<file path="config.mk">
export PLATFORM = sky130hd
export DESIGN_NAME = row_sched64
export DESIGN_NICKNAME = d
export VERILOG_FILES = /design/src/rtl/row_sched64_pkg.sv /design/src/rtl/row_col_cnt.sv /design/src/rtl/row_sched64.sv
export SDC_FILE = /design/constraint.sdc
export NUM_CORES = 1
export LEC_CHECK = 0
export ABC_AREA = 1
export CAP_MARGIN = 20
export CORE_MARGIN = 2
export CORE_UTILIZATION = 50
export CTS_CLUSTER_DIAMETER = 30
export DETAILED_ROUTE_END_ITERATION = 8
export DONT_BUFFER_PORTS = 1
export PLACE_DENSITY = 0.61
export RECOVER_POWER = 25
export REMOVE_ABC_BUFFERS = 1
export SYNTH_ARGS = -nofsm -noshare
export SYNTH_HDL_FRONTEND = slang
export SYNTH_SLANG_ARGS = --single-unit
</file>
<file path="constraint.sdc">
create_clock -name clk -period 2.4 [get_ports clk]
set_input_delay 0 -clock clk [delete_from_list [all_inputs] [get_ports clk]]
set_output_delay 0 -clock clk [all_outputs]
set_load 0.02 [all_outputs]
</file>
<file path="src/rtl/row_sched64_pkg.sv">
// Shared encodings between the DLA master FSM and the row_sched64 slave sequencer.
package row_sched64_pkg;

    localparam int MAST_FSM_BITS = 3;

    typedef enum logic [2:0] {
        M_IDLE = 3'd0,
        LEFT   = 3'd1,
        BASE   = 3'd2,
        RIGHT  = 3'd3,
        FSLD   = 3'd7
    } mast_state_e;

    typedef enum logic [1:0] {
        S_IDLE  = 2'd0,
        S_LOAD  = 2'd1,
        S_SWEEP = 2'd2,
        S_WAIT  = 2'd3
    } slv_state_e;

    // Arming decision shared by S_IDLE and the exit from S_WAIT.
    function automatic slv_state_e arm_state(input logic is_fsld, input logic is_left);
        slv_state_e st;
        if (is_fsld) begin
            st = S_LOAD;
        end else if (is_left) begin
            st = S_SWEEP;
        end else begin
            st = S_IDLE;
        end
        return st;
    endfunction

endpackage

</file>
<file path="src/rtl/row_col_cnt.sv">
// Two-level row/column beat counter with enable, synchronous clear and terminal-beat flag.
module row_col_cnt #(
    parameter int ROWS = 8,
    parameter int COLS = 9,
    parameter int RW   = (ROWS > 1) ? $clog2(ROWS) : 1,
    parameter int CW   = (COLS > 1) ? $clog2(COLS) : 1
) (
    input  logic          clk,
    input  logic          reset,
    input  logic          clr,
    input  logic          en,
    output logic [RW-1:0] row,
    output logic [CW-1:0] col,
    output logic          last
);

    localparam logic [RW-1:0] ROW_LAST = RW'(ROWS - 1);
    localparam logic [CW-1:0] COL_LAST = CW'(COLS - 1);

    logic [RW-1:0] row_r;
    logic [CW-1:0] col_r;

    assign row  = row_r;
    assign col  = col_r;
    assign last = (row_r == ROW_LAST) && (col_r == COL_LAST);

    // Column advances per enabled beat; row advances when the column wraps.
    always_ff @(posedge clk or negedge reset) begin
        if (!reset) begin
            row_r <= '0;
            col_r <= '0;
        end else if (clr) begin
            row_r <= '0;
            col_r <= '0;
        end else if (en) begin
            if (col_r == COL_LAST) begin
                col_r <= '0;
                if (row_r == ROW_LAST) begin
                    row_r <= '0;
                end else begin
                    row_r <= row_r + RW'(1);
                end
            end else begin
                col_r <= col_r + CW'(1);
            end
        end
    end

endmodule

</file>
<file path="src/rtl/row_sched64.sv">
// Slave sequencer for the 64-MAC DLA: sram0 first load in FSLD, row/column sweep in LEFT.
// Optional macro ROW_SCHED_PERF_EN adds perf_fsld_cyc / perf_left_cyc cycle counters.
module row_sched64 #(
    parameter int MAST_FSM_BITS = 3,
    parameter int FSLD_LEN      = 64,
    parameter int ROW_NUM       = 8,
    parameter int COL_NUM       = 9,
    parameter int ADDR_BITS     = 6
) (
    input  logic                       clk,
    input  logic                       reset,
    input  logic [MAST_FSM_BITS-1:0]   mast_state,
    input  logic                       ld_valid,
    output logic                       ld_ready,
    output logic                       sram0_wen,
    output logic [ADDR_BITS-1:0]       sram0_addr,
    input  logic                       mac_ready,
    output logic                       compute_en,
    output logic [$clog2(ROW_NUM)-1:0] curr_of_row,
    output logic [$clog2(COL_NUM)-1:0] col_cnt,
    output logic                       flag_fsld_end,
    output logic                       left_done
`ifdef ROW_SCHED_PERF_EN
    ,
    output logic [31:0]                perf_fsld_cyc,
    output logic [31:0]                perf_left_cyc
`endif
);

    import row_sched64_pkg::*;

    localparam int RW = $clog2(ROW_NUM);
    localparam int CW = $clog2(COL_NUM);
    localparam int AW = (FSLD_LEN > 1) ? $clog2(FSLD_LEN) : 1;

    slv_state_e    state_r;
    slv_state_e    state_nxt_s;
    logic          ld_ready_r;
    logic          sweep_r;
    logic          flag_fsld_r;
    logic          left_done_r;
    logic          served_fsld_r;
    logic          is_fsld_s;
    logic          is_left_s;
    logic          addr_clr_s;
    logic          addr_last_s;
    logic          load_last_s;
    logic [0:0]    addr_row_s;
    logic [AW-1:0] addr_col_s;
    logic          grid_clr_s;
    logic          grid_last_s;
    logic          sweep_last_s;

    assign is_fsld_s     = (mast_state == MAST_FSM_BITS'(FSLD));
    assign is_left_s     = (mast_state == MAST_FSM_BITS'(LEFT));
    assign ld_ready      = ld_ready_r;
    assign sram0_wen     = ld_valid && ld_ready_r;
    assign compute_en    = mac_ready && sweep_r;
    assign flag_fsld_end = flag_fsld_r;
    assign left_done     = left_done_r;
    assign load_last_s   = sram0_wen && addr_last_s;
    assign sweep_last_s  = compute_en && grid_last_s;
    // Counters stay cleared outside their active state and on an abort (master left early).
    assign addr_clr_s    = (state_r != S_LOAD)  || (!is_fsld_s && !load_last_s);
    assign grid_clr_s    = (state_r != S_SWEEP) || (!is_left_s && !sweep_last_s);
    // The single-row address counter keeps its row at zero, so the concatenation is the column.
    assign sram0_addr    = ADDR_BITS'({addr_row_s, addr_col_s});

    row_col_cnt #(.ROWS(1), .COLS(FSLD_LEN), .RW(1), .CW(AW)) u_addr_cnt (
        .clk   (clk),
        .reset (reset),
        .clr   (addr_clr_s),
        .en    (sram0_wen),
        .row   (addr_row_s),
        .col   (addr_col_s),
        .last  (addr_last_s)
    );

    row_col_cnt #(.ROWS(ROW_NUM), .COLS(COL_NUM), .RW(RW), .CW(CW)) u_grid_cnt (
        .clk   (clk),
        .reset (reset),
        .clr   (grid_clr_s),
        .en    (compute_en),
        .row   (curr_of_row),
        .col   (col_cnt),
        .last  (grid_last_s)
    );

    // Next-state decode; completion wins over a same-cycle master state change.
    always_comb begin
        state_nxt_s = state_r;
        case (state_r)
            S_IDLE: state_nxt_s = arm_state(is_fsld_s, is_left_s);
            S_LOAD: begin
                if (load_last_s) begin
                    state_nxt_s = S_WAIT;
                end else if (!is_fsld_s) begin
                    state_nxt_s = S_IDLE;
                end else begin
                    state_nxt_s = S_LOAD;
                end
            end
            S_SWEEP: begin
                if (sweep_last_s) begin
                    state_nxt_s = S_WAIT;
                end else if (!is_left_s) begin
                    state_nxt_s = S_IDLE;
                end else begin
                    state_nxt_s = S_SWEEP;
                end
            end
            S_WAIT: begin
                if (served_fsld_r ? !is_fsld_s : !is_left_s) begin
                    state_nxt_s = arm_state(is_fsld_s, is_left_s);
                end else begin
                    state_nxt_s = S_WAIT;
                end
            end
            default: state_nxt_s = S_IDLE;
        endcase
    end

    // State register with registered strobes and one-cycle completion flags.
    always_ff @(posedge clk or negedge reset) begin
        if (!reset) begin
            state_r       <= S_IDLE;
            ld_ready_r    <= 1'b0;
            sweep_r       <= 1'b0;
            flag_fsld_r   <= 1'b0;
            left_done_r   <= 1'b0;
            served_fsld_r <= 1'b0;
        end else begin
            state_r     <= state_nxt_s;
            ld_ready_r  <= (state_nxt_s == S_LOAD);
            sweep_r     <= (state_nxt_s == S_SWEEP);
            flag_fsld_r <= load_last_s;
            left_done_r <= sweep_last_s;
            if (load_last_s) begin
                served_fsld_r <= 1'b1;
            end else if (sweep_last_s) begin
                served_fsld_r <= 1'b0;
            end
        end
    end

`ifdef ROW_SCHED_PERF_EN
    logic [31:0] perf_fsld_r;
    logic [31:0] perf_left_r;

    assign perf_fsld_cyc = perf_fsld_r;
    assign perf_left_cyc = perf_left_r;

    // Saturating occupancy counters, cleared on entry and held after exit.
    always_ff @(posedge clk or negedge reset) begin
        if (!reset) begin
            perf_fsld_r <= 32'd0;
            perf_left_r <= 32'd0;
        end else begin
            if (state_r == S_LOAD) begin
                if (perf_fsld_r != 32'hFFFF_FFFF) begin
                    perf_fsld_r <= perf_fsld_r + 32'd1;
                end
            end else if (state_nxt_s == S_LOAD) begin
                perf_fsld_r <= 32'd0;
            end
            if (state_r == S_SWEEP) begin
                if (perf_left_r != 32'hFFFF_FFFF) begin
                    perf_left_r <= perf_left_r + 32'd1;
                end
            end else if (state_nxt_s == S_SWEEP) begin
                perf_left_r <= 32'd0;
            end
        end
    end
`endif

endmodule

</file>
==> metrics.txt, run 1 <==
status=finished clean; Final Hold Vio Count=0; Max Slew Vio Count=0; CORE AREA=2170 um^2; Rel. slew slack=38.2%; commonest non-fill, non-tap cell in the layout=nand2_1; worst setup path class=register to register; yosys warns=0; DR WL/cell=12.6 um; Die Area=2670 um^2; CTS buffer count=3; GRT Residual Overflow=0; GPL Wtd Cong=0.739; worst r2r path cells=5; CTS root buf=clkbuf_4; Synth cell types=25; Worst Path Max Fanout=4; synthesized area=1130 um^2; via count=928; CP delay by family, top=buffers and inverters; Final Setup Violations=0; Max Fclk=0.585 GHz; Arr. time, crit path=1.91 ns; cells along the critical path=nor2_1 > nand4_1 > dlygate4sd3_1 > nand4_1 > nor2_1; commonest cells after routing, fill and taps aside=nand2_1 (30), inv_1 (21), dfrtp_1 (20); detailed-route wire length=2240 um; Yosys top cell by area=dfrtp_1; Die H=51.6 um; Core Util, Final=57.9%; total power draw=0.593 mW; CTS Sinks=20; effective utilization at floorplan=52.3%; reg2reg setup slack=0.69 ns; share of cells above drive strength 1=12.8%; RSZ-0062 raised after global routing=false; Hold Crit Class=primary input to register; R2R Path Start=state_r[0]; hold path start=mast_state[2]; initial antenna violation count=0; Min Clock Period, post-route=1.71 ns; Leak=0.670 nW; Clock Latency Late Sink=0.30 ns; Hold Crit Depth=4; VDD IR max=290 uV; synthesized instance count=140; first-pass GRT wire length=4010 um; gr usage total=20.0%; Hold Path Sink=u_addr_cnt.col[5]; buffers and inverters on the worst path=1; crit end category=register; startpoint types=register; Layout Nets=162; Row Count=17; max-cap viol count=0; IO Port Bufs=0; final period utilization=71.2%; Area contributors post-synth=dfrtp_1 (44%), nand2_1 (9.9%), inv_1 (6.9%); vias in the first global route=928; Post-DP HPWL=1700 um; Max H-tree Level=1; setup bufs post-CTS=0; CTS clock-pin slew for the worst setup and hold paths=0.11 ns; antenna cells=0; num ports=25; number of DRC markers in iteration 0=16; CTS tree=yes; synthesis-to-layout area growth=10.7%; Synth top area share=44.1%; CP max stage cell=dlygate4sd3_1; router iterations before antenna repair=4; largest net degree at the start of global routing=21; Least-Margin Pin Slew=0.923 ns; DR vias/cell=5.24; drt drc=0; TNS Setup=0 ns; PwrDens=472 nW/um^2; Worst setup startpoint=state_r[0]; RR Endpoint=sweep_r; Worst Path Required=2.60 ns; Seq cells post-synth=20; Syn Area/Cell=8.11 um^2; Seq/Total Area, Yosys=44.1%; die width=51.6 um; clk_skew=0.00137 ns; Max Root-Sink Buffers=2; antenna-violating nets left=0; crit-path max cell delay=0.58 ns
-- power by group --
| group | internal (mW) | switching, mW | leakage [nW] |
|---|---|---|---|
| Sequential | 0.342 | 0.00733 | 0.272 |
| Clock | 0.0925 | 0.103 | 0.0210 |
| Combinational | 0.0154 | 0.0331 | 0.377 |
-- worst min-delay path: cells and delay by family --
family | cells | cell delay [ns]
buffers and inverters | 1 | 0.06
AND/OR/NAND/NOR | 3 | 0.26
-- sequential cells by signal, indices dropped and copies added (netlist names) --
| register | count |
|---|---|
| left_done | 1 |
| ld_ready | 1 |
| sweep_r | 1 |
| state_r | 2 |
| served_fsld_r | 1 |
| u_addr_cnt.col | 6 |
| flag_fsld_end | 1 |
| u_grid_cnt.col | 4 |
| u_grid_cnt.row | 3 |
-- stage by stage --
| stage | cells | hold slack [ns] | worst slack, ns | cell area [um^2] |
|---|---|---|---|---|
| after global placement | 168 | -0.295 | 0.760 | 1170 |
| after detailed placement | 168 | -0.295 | 0.751 | 1170 |
| after floorplan | 140 | -0.296 | 0.949 | 1130 |
| after CTS | 177 | 0.0365 | 0.664 | 1260 |
| after global routing | 177 | 0.0686 | 0.554 | 1260 |
| final | 177 | 0.0401 | 0.692 | 1260 |
-- timing repair --
action / 4_1_cts / 5_1_grt
endpoints found under the hold margin: 25 / 0
resized for setup: 0 / 0
hold buffers: 5 / 0
-- worst max-delay path by stage --
stage	to	slack, ns	depth (start not counted)
after detailed placement	u_grid_cnt.row[1]	0.75	10
after global placement	u_grid_cnt.row[1]	0.76	10
final	sweep_r	0.69	5
after global routing	u_grid_cnt.row[1]	0.55	10
after floorplan	u_grid_cnt.row[1]	0.95	10
after CTS	sweep_r	0.66	5
-- logic make-up after synthesis --
group                    share of synthesized area [%]
XOR/XNOR                                          1.54
flip-flops                                        44.1
buffers and inverters                             7.61
AO/OA/AOI/OAI                                     8.71
AND/OR/NAND/NOR                                   32.5
adder cells (fa/ha/maj)                           5.51
-- metal layers --
| layer | vias to the layer above | GRT usage (%) | wire length (um) |
|---|---|---|---|
| li1 | 467 | - | - |
| met1 | 439 | 24.4 | 937 |
| met2 | 18 | 35.0 | 1190 |
| met3 | 4 | 4.89 | 84 |
| met4 | 0 | 5.26 | 26 |
| met5 | - | 0 | 0 |
-- final cells by class --
class	count	area [um^2]
repair buffers	5	50.0
multi-input cells	97	548
clock buffers	4	36.3
fillers	222	913
inverters	23	86.3
flip-flops and latches	20	500
well taps	28	35.0
-- cell usage after synthesis (all sizes together) --
| cell | n |
|---|---|
| nor2 | 20 |
| nand4 | 6 |
| xor2 | 2 |
| nor3 | 2 |
| nor3b | 1 |
| inv | 23 |
| nand3b | 1 |
| a21oi | 4 |
| nand2 | 33 |
| ha | 5 |
| dfrtp | 20 |
| a21o | 1 |
| a31oi | 1 |
| o21ai | 9 |
| nand3 | 12 |
Note: power is estimated with default switching activity, not from simulation.
==> inputs of run 2 (changes only) <==
--- a/config.mk
+++ b/config.mk
@@ -12,7 +12,7 @@
 export CTS_CLUSTER_DIAMETER = 30
 export DETAILED_ROUTE_END_ITERATION = 8
 export DONT_BUFFER_PORTS = 1
-export PLACE_DENSITY = 0.61
+export PLACE_DENSITY = 0.64
 export RECOVER_POWER = 25
 export REMOVE_ABC_BUFFERS = 1
 export SYNTH_ARGS = -nofsm -noshare
==> constraint.sdc (replaced) <==
create_clock -name clk -period 1.5 [get_ports clk]
set_input_delay 0 -clock clk [delete_from_list [all_inputs] [get_ports clk]]
set_output_delay 0 -clock clk [all_outputs]
set_load 0.02 [all_outputs]
==> run 2 against run 1 <==
  * Clock-buffer cell count fell by 1
  * Wire length rose by 8.4%
  * Maximum frequency rose by 20%
  * Power rose by 84%
  * Non-clock buffer count rose by 19
  * Combinational power rose by 97%
  * Cell count rose by 11%
  * Via count rose by 7.8%
  * Final area rose by 15%
  * Critical path depth rose by 5
  * Global-route usage rose by 0.15 points
==> metrics.txt, run 2 (synthesis gave the netlist of run 1 again) <==
status=finished clean; worst setup path class=register to register; antenna cells=0; VDD IR max=655 uV; Post-DP HPWL=1790 um; Max H-tree Level=1; R2R Path Start=u_grid_cnt.row[1]; CORE AREA=2170 um^2; effective utilization at floorplan=52.3%; Hold Path Sink=ld_ready; Clock power frac=40.5%; first-pass GRT wire length=3940 um; Sw Share=22.2%; share of cells above drive strength 1=23.8%; Worst Path Max Fanout=3; Die H=51.6 um; max FFs per register=6; buffers and inverters on the worst path=2; RR Endpoint=ld_ready; Rel. slew slack=39.7%; Final Hold Vio Count=0; CP max stage cell=dfrtp_1; CTS tree=yes; fin area=1440 um^2; startpoint types=register; commonest cells after routing, fill and taps aside=nand2_1 (26), inv_1 (20), dfrtp_1 (20); # placed instances=183; Power Internal=0.848 mW; IO Port Bufs=0; initial antenna violation count=0; GRT Residual Overflow=0; DR WL/cell=12.4 um; router iterations before antenna repair=4; Post-DP Area=1280 um^2; crit-path max cell delay=0.42 ns; filler cell count=184; largest net degree at the start of global routing=21; via count=1,000; cells along the critical path=ha_2 > ha_4 > inv_4 > nor2_4 > nand3_1 > nand2_1 > inv_1 > nand3_1 > nand2_1 > nor2_1; reg2reg setup slack=0.07 ns; DR vias/cell=5.10; GPL Wtd Cong=0.792; drt drc=0; worst r2r path cells=10; CP delay by family, top=simple AND/OR/NAND/NOR gates; vias in the first global route=901; Least-Margin Pin Slew=0.902 ns; Max Fclk=0.701 GHz; die width=51.6 um; max-cap viol count=0; Final Setup Violations=0; Net Sw Power=0.242 mW; commonest non-fill, non-tap cell in the layout=nand2_1; number of DRC markers in iteration 0=11; setup ws final=0.0732 ns; Min Clock Period, post-route=1.43 ns; Hold Crit Class=primary input to register; gr usage total=20.1%; PwrDens=756 nW/um^2; Max Root-Sink Buffers=2; clk_skew=0.00276 ns; CTS root buf=clkbuf_4; CTS clock-pin slew for the worst setup and hold paths=0.12 ns; CTS Sinks=20; Leak=0.759 nW; Layout Nets=181; synthesis-to-layout area growth=27.1%; num ports=25; Worst setup startpoint=u_grid_cnt.row[1]; CTS buffer count=3; Flop pwr share=50.7%; detailed-route wire length=2420 um; antenna-violating nets left=0; Row Count=17; final period utilization=95.1%; Clock Latency Late Sink=0.30 ns; hold path start=mast_state[2]; Arr. time, crit path=1.63 ns; crit end category=register; Die Area=2670 um^2; dpl ws=0.0571 ns; Hold Crit Depth=4; Worst Path Required=1.71 ns; Max Slew Vio Count=0; part of the power in combinational logic=8.7%; final std cells w/o fill=196
-- run 2: cell count changes in the layout (fill, tap and decap cells not counted), sizes merged --
cell,delta
bufinv,+1
buf,+10
clkbuf,+7
dlygate4sd3,+1
-- run 2: layout make-up --
class                           count  area (um^2)  share of cell area [%]
Clock buffer                        3         22.5                    1.56
Clock inverter                      1         30.0                    2.08
Inverter                           23         88.8                    6.16
Multi-Input combinational cell     97          601                    41.6
Sequential cell                    20          500                    34.7
Tap cell                           28         35.0                    2.43
Timing Repair Buffer               24          165                    11.4
-- run 2: worst max path at each step --
stage / to / slack [ns] / depth (start not counted)
after detailed placement: u_grid_cnt.row[1] / 0.06 / 10
after CTS: u_grid_cnt.row[1] / 0.04 / 10
final: ld_ready / 0.07 / 10
after global routing: sweep_r / -0.04 / 10
after global placement: sweep_r / 0.10 / 10
after floorplan: u_grid_cnt.row[1] / 0.05 / 10
-- run 2: what timing repair did --
| action | in CTS | in global routing |
|---|---|---|
| setup buffers | 0 | 3 |
| resized for setup | 0 | 16 |
| hold endpoints to repair | 25 | 0 |
| hold buffers | 6 | 0 |
| endpoints found under the setup margin | 0 | 7 |
-- run 2: worst min-delay path, delay by kind of cell --
family           cells  cell delay, ns
AND/OR/NAND/NOR      4            0.32
-- run 2: power groups by stage --
stage	Combinational, mW	Clock [mW]	Sequential [mW]
2_1_floorplan	0.0485	0	0.567
3_3_place_gp	0.0702	0	0.564
3_5_place_dp	0.0705	0	0.564
4_1_cts	0.0946	0.450	0.554
5_1_grt	0.107	0.474	0.555
6_report	0.0954	0.442	0.553
-- run 2: routing by layer --
| metal | share of wire, % | GRT usage, % |
|---|---|---|
| met1 | 46 | 27.1 |
| met2 | 50 | 31.0 |
| met3 | 3.5 | 4.31 |
| met4 | 1.2 | 9.21 |
| met5 | 0 | 0 |
-- run 2: through the flow --
step | hold WS [ns] | utilization [%] | TNS, ns | power, mW
after CTS | 0.0155 | 64.3 | 0 | 1.10
after global routing | 0.0674 | 66.5 | -0.0992 | 1.14
final | 0.0260 | 66.5 | 0 | 1.09
after floorplan | -0.296 | - | 0 | 0.616
after detailed placement | -0.295 | 59.1 | 0 | 0.635
after global placement | -0.295 | 59.1 | 0 | 0.634
